File: config.mk
export PLATFORM = sky130hd
export DESIGN_NAME = show_bcd_packer
export DESIGN_NICKNAME = d
export VERILOG_FILES = /design/src/rtl/show_pkg.sv /design/src/rtl/show_bcd_packer_bcd_digit_adj.sv /design/src/rtl/show_bcd_packer.sv
export SDC_FILE = /design/constraint.sdc
export NUM_CORES = 1
export LEC_CHECK = 0
export ABC_AREA = 0
export CORE_UTILIZATION = 50
export DETAILED_ROUTE_END_ITERATION = 7
export HOLD_SLACK_MARGIN = 0.15
export PLACE_DENSITY = 0.84
export SYNTH_ARGS = -nofsm -noshare
export SYNTH_HDL_FRONTEND = slang
export SYNTH_SLANG_ARGS = --single-unit
export TNS_END_PERCENT = 100
File: constraint.sdc
create_clock -name clk -period 3.72 [get_ports clk]
set_input_delay 1.116 -clock clk [delete_from_list [all_inputs] [get_ports clk]]
set_output_delay 1.116 -clock clk [all_outputs]
set_load 0.01 [all_outputs]
File: src/rtl/show_pkg.sv
`default_nettype none
// ----------------------------------------------------------------------------
// Module   : show_pkg
// Brief    : Shared constants and FSM state type for show_bcd_packer.
//            Optional feature macro: LEADING_ZERO_BLANK_EN.
// Revision : 1.0 - initial release
// ----------------------------------------------------------------------------
package show_pkg;

  localparam int DIGITS  = 8;
  localparam int VALUE_W = 27;
  localparam int ACC_W   = DIGITS * 4;
  localparam int CNT_W   = $clog2(VALUE_W + 1);

  localparam logic [VALUE_W-1:0] SAT_MAX    = 27'd99_999_999;
  localparam logic [3:0]         BLANK_CODE = 4'hF;
  localparam logic [ACC_W-1:0]   SAT_SHOW   = 32'h9999_9999;
  // Counter value seen on the edge that performs the final shift.
  localparam logic [CNT_W-1:0]   LAST_CNT   = CNT_W'(VALUE_W - 1);

  typedef enum logic [0:0] {
    ST_IDLE  = 1'b0,
    ST_SHIFT = 1'b1
  } state_t;

endpackage
`default_nettype wire

File: src/rtl/show_bcd_packer_bcd_digit_adj.sv
`default_nettype none
// ----------------------------------------------------------------------------
// Module   : bcd_digit_adj
// Brief    : Double-dabble digit corrector: add 3 when the digit is >= 5.
//            Optional feature macro: LEADING_ZERO_BLANK_EN (not used here).
// Revision : 1.0 - initial release
// ----------------------------------------------------------------------------
module bcd_digit_adj (
  input  logic [3:0] i_digit,
  output logic [3:0] o_digit
);

  // No carry out: a valid digit is at most 9, so the result is at most 12.
  assign o_digit = (i_digit >= 4'd5) ? (i_digit + 4'd3) : i_digit;

endmodule
`default_nettype wire

File: src/rtl/show_bcd_packer.sv
`default_nettype none
// ----------------------------------------------------------------------------
// Module   : show_bcd_packer
// Brief    : Serial binary-to-packed-BCD converter feeding the 8-digit display.
//            Optional feature macro: LEADING_ZERO_BLANK_EN (blank leading zeros).
// Revision : 1.0 - initial release
// ----------------------------------------------------------------------------
module show_bcd_packer
  import show_pkg::*;
(
  input  logic               clk,
  input  logic               rstn,
  input  logic               in_valid,
  output logic               in_ready,
  input  logic [VALUE_W-1:0] in_value,
  output logic [ACC_W-1:0]   show,
  output logic               busy,
  output logic               done,
  output logic               ovf
);

  state_t               r_state;
  state_t               w_state_next;
  logic [VALUE_W-1:0]   r_sreg;
  logic [ACC_W-1:0]     r_acc;
  logic [ACC_W-1:0]     w_acc_adj;
  logic [ACC_W-1:0]     w_acc_next;
  logic [ACC_W-1:0]     w_result;
  logic [CNT_W-1:0]     r_cnt;
  logic                 r_sat;
  logic [ACC_W-1:0]     r_show;
  logic                 r_done;
  logic                 r_ovf;
  logic                 w_accept;
  logic                 w_last;

  generate
    for (genvar gi = 0; gi < DIGITS; gi++) begin : g_digit
      bcd_digit_adj u_adj (
        .i_digit (r_acc[4*gi +: 4]),
        .o_digit (w_acc_adj[4*gi +: 4])
      );
    end
  endgenerate

  assign w_acc_next = {w_acc_adj[ACC_W-2:0], r_sreg[VALUE_W-1]};

`ifdef LEADING_ZERO_BLANK_EN
  // Walk down from the top digit, blanking zeros until the first non-zero one.
  function automatic logic [ACC_W-1:0] blank_leading(input logic [ACC_W-1:0] bcd);
    logic [ACC_W-1:0] res;
    logic             lead;
    res  = bcd;
    lead = 1'b1;
    for (int i = DIGITS - 1; i > 0; i--) begin
      if (lead && (bcd[4*i +: 4] == 4'h0)) begin
        res[4*i +: 4] = BLANK_CODE;
      end else begin
        lead = 1'b0;
      end
    end
    return res;
  endfunction

  assign w_result = blank_leading(w_acc_next);
`else
  assign w_result = w_acc_next;
`endif

  always_ff @(posedge clk or negedge rstn) begin
    if (!rstn) begin
      r_state <= ST_IDLE;
    end else begin
      r_state <= w_state_next;
    end
  end

  always_comb begin
    w_state_next = r_state;
    w_accept     = 1'b0;
    w_last       = 1'b0;
    case (r_state)
      ST_IDLE: begin
        if (in_valid) begin
          w_accept     = 1'b1;
          w_state_next = ST_SHIFT;
        end
      end
      ST_SHIFT: begin
        if (r_cnt == LAST_CNT) begin
          w_last       = 1'b1;
          w_state_next = ST_IDLE;
        end
      end
      default: w_state_next = ST_IDLE;
    endcase
  end

  always_ff @(posedge clk or negedge rstn) begin
    if (!rstn) begin
      r_sreg <= '0;
      r_acc  <= '0;
      r_cnt  <= '0;
      r_sat  <= 1'b0;
      r_show <= '0;
      r_done <= 1'b0;
      r_ovf  <= 1'b0;
    end else begin
      r_done <= 1'b0;
      if (w_accept) begin
        r_sreg <= in_value;
        r_acc  <= '0;
        r_cnt  <= '0;
        r_sat  <= (in_value > SAT_MAX);
      end else if (r_state == ST_SHIFT) begin
        r_acc  <= w_acc_next;
        r_sreg <= {r_sreg[VALUE_W-2:0], 1'b0};
        r_cnt  <= r_cnt + CNT_W'(1);
        // A saturated result keeps all nines and is never blanked.
        if (w_last) begin
          r_show <= r_sat ? SAT_SHOW : w_result;
          r_ovf  <= r_sat;
          r_done <= 1'b1;
        end
      end
    end
  end

  assign in_ready = (r_state == ST_IDLE);
  assign busy     = (r_state == ST_SHIFT);
  assign show     = r_show;
  assign done     = r_done;
  assign ovf      = r_ovf;

endmodule
`default_nettype wire

=== Word-level counts from Yosys, hierarchy flattened ===
Cells that the tools add are included.

* Equality and inequality tests: 1
* Bitwise gates (word level): 2
* Multiplexer cells: 24
* Order comparisons: 9
* Reductions and logical operators: 2
* $add $sub $neg: 9

{| class="wikitable"
|+ Operators with widths
! operator !! number
|-
| $mux 32 || 3
|-
| $mux 27 || 2
|-
| $ge 4x3->1 const B || 8
|-
| $add 4x2->4 const B || 7
|-
| $mux 4 || 7
|-
| $gt 27x27->1 const B || 1
|-
| $mux 5 || 2
|-
| $mux 1 || 8
|-
| $add 5x1->5 const B || 1
|-
| $eq 5x5->1 const B || 1
|-
| $add 3x2->3 const B || 1
|-
| $mux 3 || 1
|-
| $reduce_and 3->1 || 1
|-
| $not 1->1 || 2
|-
| $pmux 1 s2 || 1
|-
| $reduce_bool 2->1 || 1
|}

* Output and inout bits: 36
* Bits of input ports: 30
* Flip-flop bits (word level): 100

=== Logic depth before layout (Yosys ltp) ===
* Depth after elaboration: 6
* Depth in mapped cells: 8

=== By module ===
A second synthesis with hierarchy kept.

* Cell total of the unflattened synthesis: 480
* Area, all modules: 5,091.1 um^2

{| class="wikitable"
|+ Modules (own cells, without submodules)
! module !! instances !! cells an instance !! area an instance (um^2)
|-
| show_bcd_packer || 1 || 352 || 4,280.4
|-
| bcd_digit_adj || 8 || 16 || 101.3
|}

=== Worst setup path before layout ===
Ideal clock, no wire load.

* Path kind: reg2out
* Start: register r_state, in the netlist busy
* End: output in_ready
* Arrival time: 965 ps
* Data required time: 2,604 ps
* Path buffers: 2
* Setup slack: 1,639 ps
* Stages on the path, launching flop included: 4
* Cell sequence: dfrtp_1 buf_2 clkinv_1 clkbuf_1

* Word-level cells in the longest chain between the ends: 1

{| class="wikitable"
|+ RTL lines
! what !! RTL line !! source
|-
| start, declared || show_bcd_packer.sv:22 || <nowiki>state_t r_state;</nowiki>
|-
| start signal, assigned || show_bcd_packer.sv:74 || <nowiki>r_state <= w_state_next;</nowiki>
|-
| $not 1->1 || -- ||
|-
| end, declared || show_bcd_packer.sv:14 || <nowiki>output logic in_ready,</nowiki>
|}

Every way passes these cells.

=== Worst setup path after layout ===
Same ends and word-level chain as after synthesis.

==> impl_results.md <==
- Crit path DAT: 1790 ps
- Port Buffer Count: 65
- Met2 wire length: 4830 um
- Average wire per standard cell: 14.9 um
- Highest routed metal layer: met4
- Cells after synthesis: 482
- R2R depth: 5
- Hold Path Class: reg2reg
- Tmin final: 2910 ps
- Routed Antenna Nets: 0
- 1st-pass router iterations: 4
- Critical path depth in cells: 2
- Most common cell after layout, fill and taps aside: dfrtp_1
- Least-Margin Pin Slew: 1050 ps
- Max-slew headroom: 0.298
- Crit-path max FO: 19
- Critical-path top delay cell: clkdlybuf4s50_1
- Final hold slack: 477 ps
- Reg clk slew, reported paths: 90 ps
- Crit path largest cell delay: 630 ps
- CP delay by family, top: buffers and inverters
- RR Endpoint: show[9]
- Remaining DRCs: 0
- Worst R2R Setup Slack: 1460 ps
- Post-Route WL: 9980 um
- Layout cell share with drive strength beyond 1: 0.0462
- Required @ worst endpoint: 2600 ps
- Synth cell types: 34
- Total number of yosys warnings: 0
- Count of final max-slew check failures: 0
- Diode count: 0
- RSZ-0062 raised after global routing: false
- Crit path to: in_ready
- Final instance area: 5780 um2
- Final core utilization: 0.619
- Syn Area/Cell: 10.1 um2
- Row count: 35
- Sequence of cells on the critical path: clkinv_1 > clkdlybuf4s50_1
- Bufs on Longest Clock Path: 2
- CTS resizes: 0
- Mapped Area: 4850 um2
- Layout net count: 585
- Leakage: 2.62 nW
- Die Y-Extent: 101 um
- Filler cells: 755
- Iter 0 DRT Violations: 177
- Crit path capture type: primary output
- Area growth syn-to-layout: 19.0%
- Hold Fails Final Rpt: 0
- Register area share after synthesis: 0.516
- Largest net degree at the start of global routing: 108
- Met3 wire len: 518 um
- Metal1 wirelength: 4410 um
- Postcts setup bufs: 0
- Max Freq: 344 MHz
- Final setup violation count: 0
- TNS Setup: 0 ps
- Setup Skew: 11.1 ps
- Clock root buffer: clkbuf_8
- Die width: 101 um
- CTS tree: built
- CTS hold repair buffers: 0
- Vias: 3773
- IO Count: 66
- Remaining Overflow, GRT: 0
- Commonest non-fill, non-tap cells in the layout: dfrtp_1, clkdlybuf4s50_1, nand2_1, o21ai_0, mux2i_1
- GRT Util Overall: 0.217
- First-pass GRT wire length: 17100 um
- Pwr dens: 832 nW/um2
- H-tree Lvls: 3
- Number of global-route vias before repair: 3744
- Vias per cell: 5.63
- Critical path class: reg2out
- Final Wtd Congestion: 0.846
- Net Count, Synth: 530
- Worst setup path startpoint: busy
- Buffers & Inverters on Critical Path: 2
- CTS sink count: 100
- Placed instance area: 5570 um2
- Starting Density: 0.520
- Max-Cap Viols: 0
- Initial antenna violation count: 0
- Core Box Area: 9330 um2
- Crit Reg-Reg Startpoint: busy
- Later-pin clock latency in the skew report: 370 ps
- Peak supply drop: 380 uV
- Die footprint: 10100 um2
- Status: complete, no violations
- Final HPWL DP: 6760 um
- Num CTS Buffers: 9
- #FFs+latches synth: 100
- Setup crit start kind: flip-flop
- Final period utilization: 0.782
-- cell usage after synthesis, drive strengths merged --
cell | instances | share of area
a211oi | 1 | 0.0015
a21o | 18 | 0.028
a21oi | 31 | 0.032
a22o | 16 | 0.029
a31oi | 8 | 0.012
a32o | 2 | 0.0041
buf | 17 | 0.020
clkbuf | 10 | 0.0077
clkinv | 1 | 0.00077
dfrtp | 100 | 0.52
ha | 18 | 0.046
inv | 18 | 0.015
mux2i | 35 | 0.072
nand2 | 54 | 0.042
nand2b | 8 | 0.010
nand3 | 8 | 0.0082
nand4 | 3 | 0.0039
nor2 | 27 | 0.021
nor2b | 2 | 0.0026
nor3 | 15 | 0.015
nor3b | 16 | 0.025
o21ai | 53 | 0.055
o22ai | 1 | 0.0013
o31ai | 1 | 0.0015
or3 | 7 | 0.0090
or4 | 1 | 0.0015
xnor2 | 9 | 0.016
xor2 | 2 | 0.0036
-- logic make-up after synthesis --
family,count (synthesis),synth area share
adders and majority gates,18,0.0464
buffers and inverters,46,0.0436
DFF,100,0.516
and+or+nand+nor,141,0.139
xor gates and xnor gates,11,0.0199
AOI/OAI and AO/OA,131,0.163
muxes,35,0.0722
-- power by group --
part / internal, mW / switching, mW
Clock: 0.376 / 0.362
Sequential: 1.56 / 0.392
Combinational: 1.06 / 1.06
-- area by class of cell --
cell class | count | area [um2] | share of cell area
clock buffer | 11 | 131 | 0.0227
clock inverter | 4 | 75.1 | 0.0130
inverter | 19 | 76.3 | 0.0132
multi-input combinational | 336 | 2140 | 0.370
sequential | 100 | 2500 | 0.433
tap | 129 | 161 | 0.0279
timing repair buffer | 71 | 688 | 0.119
-- per-stage QoR --
| stage | power [mW] | setup slack, ps | std cells |
|---|---|---|---|
| floorplan | 3.33 | 1640 | 482 |
| CTS | 4.83 | 789 | 670 |
| finish | 4.81 | 812 | 670 |
| detailed placement | 4.08 | 1050 | 655 |
| global route | 5.19 | 698 | 670 |
| global placement | 3.95 | 1100 | 655 |
-- how the worst min path moves through the flow --
| stage | slack [ps] | depth (start not counted) | from | to |
|---|---|---|---|---|
| 2_1_floorplan | 450 | 2 | r_sreg[9] | r_sreg[10] |
| 3_3_place_gp | 450 | 2 | show[0] | show[0] |
| 3_5_place_dp | 460 | 2 | show[0] | show[0] |
| 4_1_cts | 480 | 2 | show[0] | show[0] |
| 5_1_grt | 510 | 2 | r_sreg[2] | r_sreg[3] |
| 6_report | 480 | 2 | show[0] | show[0] |
-- registers in the layout (all words and copies together), names as in the netlist --
| register | count |
|---|---|
| busy | 1 |
| done | 1 |
| ovf | 1 |
| r_acc | 32 |
| r_cnt | 5 |
| r_sat | 1 |
| r_sreg | 27 |
| show | 32 |
-- metal layers --
layer / track usage / vias to the layer above
met3: 0.0458 / 24
met1: 0.276 / 1848
met5: 0 / -
li1: - / 1796
met2: 0.363 / 105
met4: 0.0870 / 0
-- tightest hold or removal path: cells and delay by family (launching register included) --
family | cells | cell delay [ps]
DFF | 1 | 350
and+or+nand+nor | 2 | 100
No activity file was read; power rests on OpenSTA's default activity.
